<file path="src/rtl/snac_pkg.sv">
// snac_pkg: shared definitions for the SNAC joystick scanner.
//   - snac_state_t : scan FSM states
//   - PIN_*        : user-port pin indices for directions, fire and selects
//   - USER_MODE_*  : user-port mode codes
//   - snac_decode  : turns one raw pin sample into {pad[1:0], joy[4:0]}
package snac_pkg;

    typedef enum logic [2:0] {
        ST_IDLE   = 3'd0,
        ST_SELECT = 3'd1,
        ST_SETTLE = 3'd2,
        ST_SAMPLE = 3'd3,
        ST_UPDATE = 3'd4
    } snac_state_t;

    localparam int PIN_R    = 2;
    localparam int PIN_L    = 1;
    localparam int PIN_D    = 7;
    localparam int PIN_U    = 5;
    localparam int PIN_F    = 3;
    localparam int PIN_SEL0 = 4;
    localparam int PIN_SEL1 = 6;

    localparam logic [2:0] USER_MODE_SNAC = 3'b100;
    localparam logic [2:0] USER_MODE_OFF  = 3'b000;

    // Bits [4:0] are {fire, up, down, left, right}, active-high (pins are
    // active-low). Bits [6:5] are the paddle triggers, raw pin levels:
    // pad[0] = left pin, pad[1] = right pin.
    function automatic logic [6:0] snac_decode(input logic [7:0] pins);
        return {pins[PIN_R], pins[PIN_L],
                ~pins[PIN_F], ~pins[PIN_U], ~pins[PIN_D], ~pins[PIN_L], ~pins[PIN_R]};
    endfunction

endpackage

</file>
<file path="src/rtl/snac_debounce.sv">
// snac_debounce: per-bit sample debouncer for one scanner port.
// Only built when SNAC_DEBOUNCE_EN is defined.
// Ports:
//   clk  in  clock
//   rst  in  asynchronous reset, active-high
//   clr  in  synchronous clear of the debounce state (scanner disabled)
//   upd  in  one new sample is being applied this cycle
//   d    in  new sample, WIDTH bits
//   cur  in  currently published value (owned by the scanner)
//   nxt  out value to publish if upd is high
// A bit of nxt differs from cur only after DEBOUNCE consecutive samples
// that differ from cur and agree with each other.
`ifdef SNAC_DEBOUNCE_EN
module snac_debounce #(
    parameter int WIDTH    = 7,
    parameter int DEBOUNCE = 3
) (
    input  logic             clk,
    input  logic             rst,
    input  logic             clr,
    input  logic             upd,
    input  logic [WIDTH-1:0] d,
    input  logic [WIDTH-1:0] cur,
    output logic [WIDTH-1:0] nxt
);

    localparam logic [4:0] DB_LEN = 5'(DEBOUNCE);

    genvar gi;
    generate
        for (gi = 0; gi < WIDTH; gi++) begin : g_bit
            logic       r_cand;
            logic [3:0] r_cnt;
            logic       w_cand_next;
            logic [3:0] w_cnt_next;
            logic       w_nxt;

            always_comb begin
                w_cand_next = r_cand;
                w_cnt_next  = r_cnt;
                w_nxt       = cur[gi];
                if (d[gi] == cur[gi]) begin
                    // Sample agrees with the output: any pending streak ends.
                    w_cnt_next = 4'd0;
                end else if (r_cnt != 4'd0 && d[gi] == r_cand) begin
                    if (({1'b0, r_cnt} + 5'd1) >= DB_LEN) begin
                        w_nxt      = d[gi];
                        w_cnt_next = 4'd0;
                    end else begin
                        w_cnt_next = r_cnt + 4'd1;
                    end
                end else begin
                    // First differing sample of a new streak.
                    w_cand_next = d[gi];
                    if (DB_LEN <= 5'd1) begin
                        w_nxt      = d[gi];
                        w_cnt_next = 4'd0;
                    end else begin
                        w_cnt_next = 4'd1;
                    end
                end
            end

            always_ff @(posedge clk or posedge rst) begin
                if (rst) begin
                    r_cand <= 1'b0;
                    r_cnt  <= 4'd0;
                end else if (clr) begin
                    r_cand <= 1'b0;
                    r_cnt  <= 4'd0;
                end else if (upd) begin
                    r_cand <= w_cand_next;
                    r_cnt  <= w_cnt_next;
                end
            end

            assign nxt[gi] = w_nxt;
        end
    endgenerate

endmodule
`endif

</file>
<file path="src/rtl/snac_joy_scanner.sv">
// snac_joy_scanner: time-multiplexed SNAC scanner for up to four
// Atari-style joystick ports on the user I/O port.
// Optional feature macro: SNAC_DEBOUNCE_EN (per-bit debounce of samples).
// Ports:
//   clk_sys      in  system clock
//   reset        in  asynchronous reset, active-high
//   enable       in  scanning enabled
//   num_players  in  requested active ports (0 -> 1, clamped to NUM_PORTS)
//   user_in      in  user-port pins, active-low buttons
//   user_out     out user-port drive (port selects on bits 4 and 6)
//   user_mode    out user-port mode
//   joy_out      out per port {fire, up, down, left, right}, active-high
//   pad_out      out per port paddle-trigger raw levels
//   frame_done   out one-cycle strobe after the last active port updates
module snac_joy_scanner #(
    parameter int NUM_PORTS = 2,
    parameter int SETTLE    = 64,
    parameter int DEBOUNCE  = 3
) (
    input  logic                   clk_sys,
    input  logic                   reset,
    input  logic                   enable,
    input  logic [2:0]             num_players,
    input  logic [7:0]             user_in,
    output logic [7:0]             user_out,
    output logic [2:0]             user_mode,
    output logic [NUM_PORTS*5-1:0] joy_out,
    output logic [NUM_PORTS*2-1:0] pad_out,
    output logic                   frame_done
);
    import snac_pkg::*;

    localparam int CNT_W = (SETTLE > 1) ? $clog2(SETTLE) : 1;

    snac_state_t r_state, w_state_next;

    logic [1:0]             r_port;
    logic [2:0]             r_active;
    logic [CNT_W-1:0]       r_cnt;
    logic [6:0]             r_sample;
    logic [7:0]             r_user_out;
    logic [2:0]             r_user_mode;
    logic [NUM_PORTS*5-1:0] r_joy;
    logic [NUM_PORTS*2-1:0] r_pad;
    logic                   r_frame_done;

    logic [2:0] w_req_active;
    logic       w_last;
    logic [1:0] w_sel;
    logic [7:0] w_sel_out;
    logic [2:0] w_sel_mode;
    logic [6:0] w_port_val;

    always_comb begin
        if (num_players == 3'd0)
            w_req_active = 3'd1;
        else if (num_players > 3'(NUM_PORTS))
            w_req_active = 3'(NUM_PORTS);
        else
            w_req_active = num_players;
    end

    // State register
    always_ff @(posedge clk_sys or posedge reset) begin
        if (reset) r_state <= ST_IDLE;
        else       r_state <= w_state_next;
    end

    // Next-state logic
    always_comb begin
        w_state_next = r_state;
        if (!enable) begin
            w_state_next = ST_IDLE;
        end else begin
            case (r_state)
                ST_IDLE:   w_state_next = ST_SELECT;
                ST_SELECT: w_state_next = ST_SETTLE;
                ST_SETTLE: if (r_cnt == '0) w_state_next = ST_SAMPLE;
                ST_SAMPLE: w_state_next = ST_UPDATE;
                ST_UPDATE: w_state_next = ST_SELECT;
                default:   w_state_next = ST_IDLE;
            endcase
        end
    end

    // Output decode: select lines, mode, and the value to publish.
    // Select lines not needed by the active count idle high, so a single
    // port drives 2'b11 and two ports leave sel[1] high.
    always_comb begin
        w_last = ({1'b0, r_port} == (r_active - 3'd1));
        w_sel  = r_port;
        if (r_active == 3'd1)
            w_sel = 2'b11;
        else if (r_active == 3'd2)
            w_sel[1] = 1'b1;
        w_sel_out           = 8'hFF;
        w_sel_out[PIN_SEL0] = w_sel[0];
        w_sel_out[PIN_SEL1] = w_sel[1];
        w_sel_mode = (r_active > 3'd1) ? USER_MODE_SNAC : USER_MODE_OFF;
    end

`ifdef SNAC_DEBOUNCE_EN
    logic [6:0] w_deb_nxt [4];

    genvar gi;
    generate
        for (gi = 0; gi < 4; gi++) begin : g_deb
            if (gi < NUM_PORTS) begin : g_port
                snac_debounce #(
                    .WIDTH    (7),
                    .DEBOUNCE (DEBOUNCE)
                ) u_debounce (
                    .clk (clk_sys),
                    .rst (reset),
                    .clr (!enable),
                    .upd (enable && r_state == ST_UPDATE && r_port == 2'(gi)),
                    .d   (r_sample),
                    .cur ({r_pad[gi*2 +: 2], r_joy[gi*5 +: 5]}),
                    .nxt (w_deb_nxt[gi])
                );
            end else begin : g_none
                assign w_deb_nxt[gi] = 7'b1100000;
            end
        end
    endgenerate

    assign w_port_val = w_deb_nxt[r_port];
`else
    localparam int unused_debounce_cfg = DEBOUNCE;
    assign w_port_val = r_sample;
`endif

    // Datapath and registered outputs
    always_ff @(posedge clk_sys or posedge reset) begin
        if (reset) begin
            r_port       <= 2'd0;
            r_active     <= 3'd1;
            r_cnt        <= '0;
            r_sample     <= 7'b1100000;
            r_user_out   <= 8'hFF;
            r_user_mode  <= USER_MODE_OFF;
            r_joy        <= '0;
            r_pad        <= '1;
            r_frame_done <= 1'b0;
        end else if (!enable) begin
            r_port       <= 2'd0;
            r_cnt        <= '0;
            r_user_out   <= 8'hFF;
            r_user_mode  <= USER_MODE_OFF;
            r_joy        <= '0;
            r_pad        <= '0;
            r_frame_done <= 1'b0;
        end else begin
            r_frame_done <= 1'b0;
            case (r_state)
                ST_IDLE: begin
                    r_port   <= 2'd0;
                    r_active <= w_req_active;
                    for (int p = 0; p < NUM_PORTS; p++) begin
                        if (3'(p) >= w_req_active) begin
                            r_joy[p*5 +: 5] <= 5'b00000;
                            r_pad[p*2 +: 2] <= 2'b11;
                        end
                    end
                end
                ST_SELECT: begin
                    r_user_out  <= w_sel_out;
                    r_user_mode <= w_sel_mode;
                    r_cnt       <= CNT_W'(SETTLE - 1);
                end
                ST_SETTLE: begin
                    if (r_cnt != '0) r_cnt <= r_cnt - CNT_W'(1);
                end
                ST_SAMPLE: begin
                    r_sample <= snac_decode(user_in);
                end
                ST_UPDATE: begin
                    for (int p = 0; p < NUM_PORTS; p++) begin
                        if (r_port == 2'(p))
                            {r_pad[p*2 +: 2], r_joy[p*5 +: 5]} <= w_port_val;
                    end
                    if (w_last) begin
                        // Frame boundary: the new active count takes effect
                        // here, and ports that drop out are parked.
                        r_frame_done <= 1'b1;
                        r_port       <= 2'd0;
                        r_active     <= w_req_active;
                        for (int p = 0; p < NUM_PORTS; p++) begin
                            if (3'(p) >= w_req_active) begin
                                r_joy[p*5 +: 5] <= 5'b00000;
                                r_pad[p*2 +: 2] <= 2'b11;
                            end
                        end
                    end else begin
                        r_port <= r_port + 2'd1;
                    end
                end
                default: ;
            endcase
        end
    end

    assign user_out   = r_user_out;
    assign user_mode  = r_user_mode;
    assign joy_out    = r_joy;
    assign pad_out    = r_pad;
    assign frame_done = r_frame_done;

endmodule
</file>
<file path="config.mk">
export PLATFORM = sky130hd
export DESIGN_NAME = snac_joy_scanner
export DESIGN_NICKNAME = d
export VERILOG_FILES = /design/src/rtl/snac_pkg.sv /design/src/rtl/snac_debounce.sv /design/src/rtl/snac_joy_scanner.sv
export SDC_FILE = /design/constraint.sdc
export NUM_CORES = 1
export LEC_CHECK = 0
export CAP_MARGIN = 20
export CORE_MARGIN = 10
export CORE_UTILIZATION = 45
export DETAILED_ROUTE_END_ITERATION = 16
export PLACE_DENSITY = 0.74
export SYNTH_ARGS = -nofsm -noshare
export SYNTH_HDL_FRONTEND = slang
export SYNTH_SLANG_ARGS = --single-unit
</file>
<file path="constraint.sdc">
create_clock -name clk_sys -period 1.71 [get_ports clk_sys]
set_input_delay 0.342 -clock clk_sys [delete_from_list [all_inputs] [get_ports clk_sys]]
set_output_delay 0.342 -clock clk_sys [all_outputs]
set_load 0.005 [all_outputs]
</file>
### Word level (Yosys, flattened, before mapping)

Cells that the tools add are included.

| operators by class | value |
|---|---|
| $add $sub $neg | 3 |
| multiply operators | 0 |
| divide/modulo/power cells | 0 |
| order comparisons | 4 |
| equal/unequal tests | 16 |
| shift operators | 0 |
| mux-type cells | 42 |
| bitwise operators | 5 |
| reductions and logical operators | 12 |

Operator list:

| kind | number |
|---|---|
| $mux 5 | 6 |
| $mux 3 | 8 |
| $mux 10 | 2 |
| $pmux 10 s2 | 1 |
| $mux 2 | 8 |
| $mux 8 | 2 |
| $mux 6 | 2 |
| $ne 3x3->1 const B | 4 |
| $pmux 3 s4 | 1 |
| $pmux 6 s2 | 1 |
| $eq 3x2->1 const B | 3 |
| $mux 4 | 2 |
| $pmux 4 s2 | 1 |
| $reduce_and 2->1 | 4 |
| $eq 3x1->1 const B | 2 |
| $ge 1x3->1 const A | 2 |
| $logic_not 3->1 | 2 |
| $logic_not 6->1 | 1 |
| $mux 1 | 6 |
| $ne 3x1->1 const B | 2 |
| $pmux 3 s2 | 1 |
| $reduce_bool 6->1 | 1 |
| $sub 6x1->6 const B | 1 |
| $not 1->1 | 5 |
| other kinds (14) | 14 |

| storage, ports and cells | value |
|---|---|
| register bits after elaboration | 47 |
| latch bits | 0 |
| RAM bits | 0 |
| bits in read-only memories | 0 |
| input bits | 14 |
| output and inout bits | 26 |
| logic and storage cells | 94 |
| memories kept | 0 |

### Logic depth before layout (Yosys ltp)

Gate-level depths: netlist of the first run.

| logic depth | value |
|---|---|
| depth after elaboration | 8 |
| depth in mapped cells | 6 |
| mapped depth without buffers | 6 |

### Least setup slack after synthesis of the first run

Ideal clock, no wire load.

| timing | value |
|---|---|
| path type | register -> register |
| start | register r_active[0] |
| end | register r_active[0] |
| arrival | 1739 ps |
| slack | -111 ps |
| cell stages (with the launch flop) | 7 |
| clock period less this slack | 1821 ps |
| path through | dfstp_2 -> inv_1 -> ha_1 -> xor2_1 -> nand3_1 -> a21o_1 -> mux2_4 |

| on the way | value |
|---|---|
| cells in the longest elaborated chain, start to end | 4 |

RTL lines:

| what | line | RTL |
|---|---|---|
| start: declaration | snac_joy_scanner.sv:38 | `logic [2:0] r_active;` |
| start signal: assignment | snac_joy_scanner.sv:158 | `r_active <= w_req_active;` |
| start signal: assignment | snac_joy_scanner.sv:187 | `r_active <= w_req_active;` |
| $sub 3x1->3 | snac_joy_scanner.sv:90 | `w_last = ({1'b0, r_port} == (r_active - 3'd1));` |
| $eq 2x3->1 | snac_joy_scanner.sv:90 |  |
| $ne 2x2->1 (no line) | n/a |  |
| $reduce_and 3->1 (no line) | n/a |  |

Every way passes these cells.
A chain may end at the register's enable or synchronous reset.

### Worst setup path after layout of the first run

Same ends and word-level chain as after synthesis.

==> results of run 1 <==
-- state kept, by name (all words and copies together), names as in the netlist --
register / count
frame_done: 1
user_out: 2
r_cnt: 6
r_sample: 7
user_mode: 1
pad_out: 4
joy_out: 10
r_port: 2
r_state: 3
r_active: 3
-- cells in the mapped netlist, drive strengths merged, types with 3 or more instances --
cell type,number,area [µm²]
buf,13,96.34
dfstp,9,236.5
o21ai,10,50.05
clkbuf,3,11.26
nand2b,4,25.02
o31ai,3,22.52
nand4,3,18.77
dfrtp,30,750.7
nand2,16,60.06
mux2i,13,130.1
nor2,17,66.32
inv,12,45.04
nand3,3,15.01
a21oi,8,40.04
nor3,7,35.03
ha,7,87.58
-- area by class of cell --
cell class / count / area [µm²]
fill: 370 / 1690
sequential: 39 / 987.2
multi-input combinational: 130 / 952.2
timing repair buffer: 55 / 495.5
clock buffer: 6 / 72.57
tap: 52 / 65.06
inverter: 13 / 48.80
clock inverter: 2 / 12.51
-- layout by cell type (no fill, tap or decap), types with 2 or more instances in the layout --
| master | count |
|---|---|
| a21oi_1 | 7 |
| a31o_2 | 2 |
| a31oi_1 | 2 |
| a32o_1 | 2 |
| buf_4 | 27 |
| clkbuf_8 | 5 |
| clkdlybuf4s50_1 | 26 |
| conb_1 | 8 |
| dfrtp_1 | 30 |
| dfstp_2 | 9 |
| ha_1 | 6 |
| inv_1 | 11 |
| mux2i_1 | 13 |
| nand2_1 | 16 |
| nand2b_1 | 4 |
| nand3_1 | 2 |
| nand4_1 | 3 |
| nor2_1 | 13 |
| nor2_2 | 4 |
| nor3_1 | 7 |
| o21a_1 | 2 |
| o21ai_0 | 10 |
| o31ai_1 | 3 |
| xnor2_2 | 2 |
-- power breakdown --
group,internal [W],total [W],switching [W]
Combinational,0.000703,0.00136,0.000653
Sequential,0.00117,0.00139,0.000216
Clock,0.000285,0.000602,0.000317
-- per-layer routing --
metal / part of all wire / global-route usage / routed length [µm]
met5: 0 / 0 / 0
met4: 0.0028 / 0.03976 / 13
met3: 0.048 / 0.04409 / 221
met2: 0.52 / 0.2134 / 2383
met1: 0.43 / 0.1528 / 1953
-- kinds of logic after synthesis --
| group | after synthesis | share of synthesized area |
|---|---|---|
| and+or+nand+nor | 56 | 0.1373 |
| AOI/OAI and AO/OA | 41 | 0.1511 |
| DFF | 39 | 0.4925 |
| buffers and inverters | 29 | 0.07802 |
| muxes | 14 | 0.07240 |
| adders and majority gates | 7 | 0.04369 |
| xor gates and xnor gates | 4 | 0.02123 |
| other | 2 | 0.003747 |
-- final timing paths --
path                                          from                       to  slack, ns  cells after the start
max                        r_active[0]$_DFFE_PP1P_  r_active[0]$_DFFE_PP1P_      -0.05                      6
min                                          reset   joy_out[1]$_DFFE_PP0P_       0.39                      3
max reg2reg                r_active[0]$_DFFE_PP1P_  r_active[0]$_DFFE_PP1P_      -0.05                      6
min reg2reg                r_sample[6]$_DFFE_PP1P_  r_sample[6]$_DFFE_PP1P_       0.49                      2
max in group asynchronous                    reset  r_active[0]$_DFFE_PP1P_       1.05                      3
min in group clk_sys       r_sample[6]$_DFFE_PP1P_  r_sample[6]$_DFFE_PP1P_       0.49                      2
-- stage by stage --
step | setup TNS, ns | utilization | power [W]
final | -0.06244 | 0.6091 | 0.003347
after floorplan | -0.05769 | - | 0.002140
after detailed placement | -0.3956 | 0.5723 | 0.002608
after CTS | -0.02661 | 0.5949 | 0.003251
after global routing | -0.3383 | 0.6091 | 0.003578
after global placement | -0.02884 | 0.5723 | 0.002549
-- tightest hold or removal path: stages --
cell	delay [ns]
clkdlybuf4s50_1	0.39
inv_1	0.09
buf_12	0.23
-- timing repair --
| action | CTS | global route |
|---|---|---|
| setup buffers | 0 | 2 |
| hold buffers | 0 | 0 |
| endpoints found under the hold margin | 0 | 0 |
| pin swaps | 0 | 9 |
| endpoints found under the setup margin | 7 | 9 |
| resized for setup | 2 | 9 |
==> flow_summary.json, run 1 <==
{
  "start_util": 0.4635,
  "numCtsBuffers": 5,
  "yosysWarnings": 0,
  "ir_worst_vdd_mv": 0.8311,
  "grt.overflow.total": 0,
  "root_buffer": "clkbuf_8",
  "cellPowerDensity_mw_per_mm2": 1271,
  "die_h_um": 86.74,
  "crit_family": "flip-flops",
  "postRouteAntennaNets": 0,
  "cts_sinks": 39,
  "routed_wl_um": 4571,
  "ios": 40,
  "clk_pin_slew_ns": 0.08,
  "slew_viol_final": 0,
  "drt_iter0_markers": 102,
  "dpl.hpwl_um": 3361,
  "p_leak_nw": 1.185,
  "finalSetupViolCount": 2,
  "setup_slack_ns": -0.04534,
  "status": "finished, violations left",
  "hp-class": "in -> async",
  "worstSetupPathType": "reg -> reg",
  "rows": 24,
  "whs_ns": 0.3940,
  "cpMaxStageDelayCell": "dfstp_2",
  "h-tree-depth": 2,
  "drive_gt1_frac": 0.2735,
  "grt_util_all_layers": 0.1287,
  "vias_per_cell": 5.242,
  "synth_area_mm2": 0.002004,
  "synth_edf_count": 0,
  "fin_nets": 265,
  "place_area_mm2": 0.002475,
  "stdcell_area_mm2": 0.002634,
  "grt_pass1_wl_um": 7879,
  "crit_required_ns": 1.93,
  "syn2layout_area_growth_pct": 31.40,
  "drcViolationCount": 0,
  "place_congestion": 0.8788,
  "vias": 1557,
  "finalHoldViolCount": 0,
  "firstDrtPassIters": 5,
  "syn_inst": 192,
  "final_cells": 297,
  "cts_tree": "yes",
  "fmaxAchievable_mhz": 569.7,
  "arrival_ns": 1.97,
  "async_reset_ff_frac": 1.000,
  "path_cells": "inv_2 > ha_4 > xor2_4 > nand3_2 > a21o_1 > mux2_4",
  "wl_per_cell_um": 15.39,
  "core_mm2": 0.004324,
  "post-route-period-util": 1.027,
  "die-area_mm2": 0.007524,
  "slowest_delay_ns": 0.54,
  "period_needed_ns": 1.755,
  "grt_antenna_before_repair": 0,
  "worstPathMaxFanout": 4,
  "maxCapViolations": 0,
  "violations": "setup timing",
  "cp-start-kind": "flip-flop",
  "grt_pass1_vias": 1650,
  "rsz0062_at_grt": "yes",
  "critPathCaptureType": "flip-flop",
  "clock_latency_ns": 0.29,
  "numPlacedInstances": 287,
  "fp.dieW_um": 86.74,
  "yosysUniqueCellTypes": 45,
  "io_buffers": 27,
  "n_antenna_cell": 0,
  "place_ws_ns": -0.09210,
  "clockBufferDepth": 2,
  "avgSynthCellArea_um2": 10.44,
  "ys.flop_type": "dfrtp_1",
  "grt_max_degree": 40,
  "fin_skew_ns": 0.002923,
  "crit_buf_inv": 1,
  "synth_seq_cells": 39,
  "seq_area_frac_synth": 0.4925
}
(Power assumes the default switching activity.)
==> run 2, diff against run 1 <==
--- a/config.mk
+++ b/config.mk
@@ -5,11 +5,12 @@
 export SDC_FILE = /design/constraint.sdc
 export NUM_CORES = 1
 export LEC_CHECK = 0
+export ABC_CLOCK_PERIOD_IN_PS = 1710
 export CAP_MARGIN = 20
 export CORE_MARGIN = 10
-export CORE_UTILIZATION = 45
+export CORE_UTILIZATION = 46
 export DETAILED_ROUTE_END_ITERATION = 16
-export PLACE_DENSITY = 0.74
+export PLACE_DENSITY = 0.75
 export SYNTH_ARGS = -nofsm -noshare
 export SYNTH_HDL_FRONTEND = slang
 export SYNTH_SLANG_ARGS = --single-unit
==> run 2 against run 1 <==
- the run still ends with setup timing left
- sequential share of layout area hardly changed
- worst setup slack better by 0.034 ns
- clock power is 26% higher
- first-iteration DRC count shrank 34%
- register-to-register slack improved by 0.03 ns
- flip-flop and latch count stayed put
- largest cell class unchanged
==> flow_summary.json, run 2 (synthesized netlist as in run 1, its figures left out) <==
{
  "status": "finished, violations left",
  "violations": "setup timing",
  "clockBufferDepth": 2,
  "slew_viol_final": 0,
  "grt.overflow.total": 0,
  "postRouteAntennaNets": 0,
  "firstDrtPassIters": 4,
  "vias_per_cell": 5.217,
  "start_util": 0.4871,
  "syn2layout_area_growth_pct": 31.52,
  "wl_per_cell_um": 14.69,
  "period_needed_ns": 1.721,
  "arrival_ns": 1.93,
  "clk_pin_slew_ns": 0.08,
  "clock_latency_ns": 0.29,
  "p_sw_w": 0.001147,
  "final_cell_mix": "dfrtp_1, buf_4, clkdlybuf4s50_1, nor2_1, nand2_1",
  "setup_slack_ns": -0.01143,
  "finalHoldViolCount": 0,
  "grt_pass1_wl_um": 7445,
  "p_comb_frac": 0.372,
  "grt_pass1_vias": 1647,
  "drcViolationCount": 0,
  "worstPathMaxFanout": 4,
  "io_buffers": 27,
  "maxCapViolations": 0,
  "grt_antenna_before_repair": 0,
  "hp-class": "in -> async",
  "post-route-period-util": 1.007,
  "ir_worst_vdd_mv": 0.8341,
  "cp-start-kind": "flip-flop",
  "fp.dieW_um": 86.01,
  "final_cells": 295,
  "drive_gt1_frac": 0.2612,
  "worstSetupPathType": "reg -> reg",
  "cts_sinks": 39,
  "rrSetupSlack_ns": -0.01,
  "dpl.hpwl_um": 3273,
  "rsz0062_at_grt": "yes",
  "p_leak_nw": 1.219,
  "crit_start": "r_active[0]$_DFFE_PP1P_",
  "cts_tree": "yes",
  "routed_wl_um": 4335,
  "vias": 1539,
  "finalSetupViolCount": 1,
  "core_mm2": 0.004115,
  "p_sw_frac": 0.3360,
  "cts-hold-fix-buffers": 0,
  "final_common_cell": "dfrtp_1",
  "grt_max_degree": 40,
  "power_frac_clock": 0.222,
  "h-tree-depth": 2,
  "fmaxAchievable_mhz": 580.9,
  "crit_required_ns": 1.92,
  "ff_latch_area_um2": 987.2,
  "grt_util_all_layers": 0.1196,
  "place_congestion": 0.8210,
  "fin_nets": 265,
  "timing.rr.start": "r_active[0]$_DFFE_PP1P_",
  "rows": 23,
  "n_antenna_cell": 0,
  "die-area_mm2": 0.007398,
  "largest_reg_flops": 10,
  "seqPwrFrac": 0.406,
  "fill_cells": 350,
  "critPathCaptureType": "flip-flop",
  "numCtsBuffers": 5,
  "whs_ns": 0.4027,
  "cellPowerDensity_mw_per_mm2": 1295,
  "die_h_um": 86.01,
  "multi_input_area_um2": 927.1,
  "place_ws_ns": -0.06033,
  "drt_iter0_markers": 67,
  "ios": 40,
  "numPlacedInstances": 285,
  "root_buffer": "clkbuf_8",
  "fin_skew_ns": 0.01119,
  "internal-power_w": 0.002267
}
-- run 2: changes by cell type in the layout (fill, tap and decap cells not counted), sizes merged --
cell | previous run | this run
clkdlybuf4s50 | 26 | 25
clkinvlp | 1 | 0
dlymetal6s2s | 1 | 2
bufinv | 0 | 1
clkinv | 2 | 3
clkbuf | 6 | 5
-- run 2: what timing repair did --
action,in CTS,in global routing
setup endpoints to repair,1,9
gates cloned,0,0
resized for setup,2,5
pin swaps,2,4
buffers inserted,1,1
-- run 2: per-stage QoR --
stage | power, W | cell area (µm²) | TNS, ns | utilization
global placement | 0.002547 | 2472 | -0.02122 | 0.6008
global route | 0.003659 | 2636 | -0.1877 | 0.6406
detailed placement | 0.002588 | 2472 | -0.1829 | 0.6008
floorplan | 0.002140 | 2039 | -0.05769 | -
finish | 0.003414 | 2636 | -0.01143 | 0.6406
CTS | 0.003398 | 2605 | -0.03078 | 0.6330
-- run 2: cell type report --
| type | instances | share of cell area |
|---|---|---|
| clock buffers | 5 | 0.02610 |
| repair buffers | 55 | 0.1889 |
| clock inverters | 3 | 0.01661 |
| inverters | 13 | 0.01851 |
| flip-flops and latches | 39 | 0.3745 |
| well taps | 50 | 0.02373 |
| multi-input cells | 130 | 0.3517 |
-- run 2: power groups by stage --
stage,sequential [W],clock (W),combinational (W)
3_3_place_gp,0.00139,0,0.00116
6_report,0.00139,0.000759,0.00127
3_5_place_dp,0.00140,0,0.00119
5_1_grt,0.00142,0.000817,0.00142
2_1_floorplan,0.00134,0,0.000799
4_1_cts,0.00138,0.000775,0.00124
-- run 2: worst max-delay path, stage by stage, from the launching register on --
cell     delay [ns]
dfstp_2        0.54
inv_2          0.05
ha_4           0.26
xor2_2         0.17
nand3_2        0.12
a21o_1         0.22
mux2_4         0.30
-- run 2: final timing paths --
kind                                      endpoint  cells after the start
setup / recovery           r_active[0]$_DFFE_PP1P_                      6
hold / removal              joy_out[3]$_DFFE_PP0P_                      3
setup reg to reg           r_active[0]$_DFFE_PP1P_                      6
hold reg to reg            r_sample[6]$_DFFE_PP1P_                      2
max in group asynchronous  r_active[0]$_DFFE_PP1P_                      3
min in group clk_sys       r_sample[6]$_DFFE_PP1P_                      2
-- run 2: per-layer routing --
layer / vias up / GRT usage / share of wire
li1: 758 / - / -
met1: 741 / 0.1445 / 0.44
met2: 38 / 0.1988 / 0.50
met3: 2 / 0.03406 / 0.060
met4: 0 / 0.03892 / 0.0046
met5: - / 0 / 0
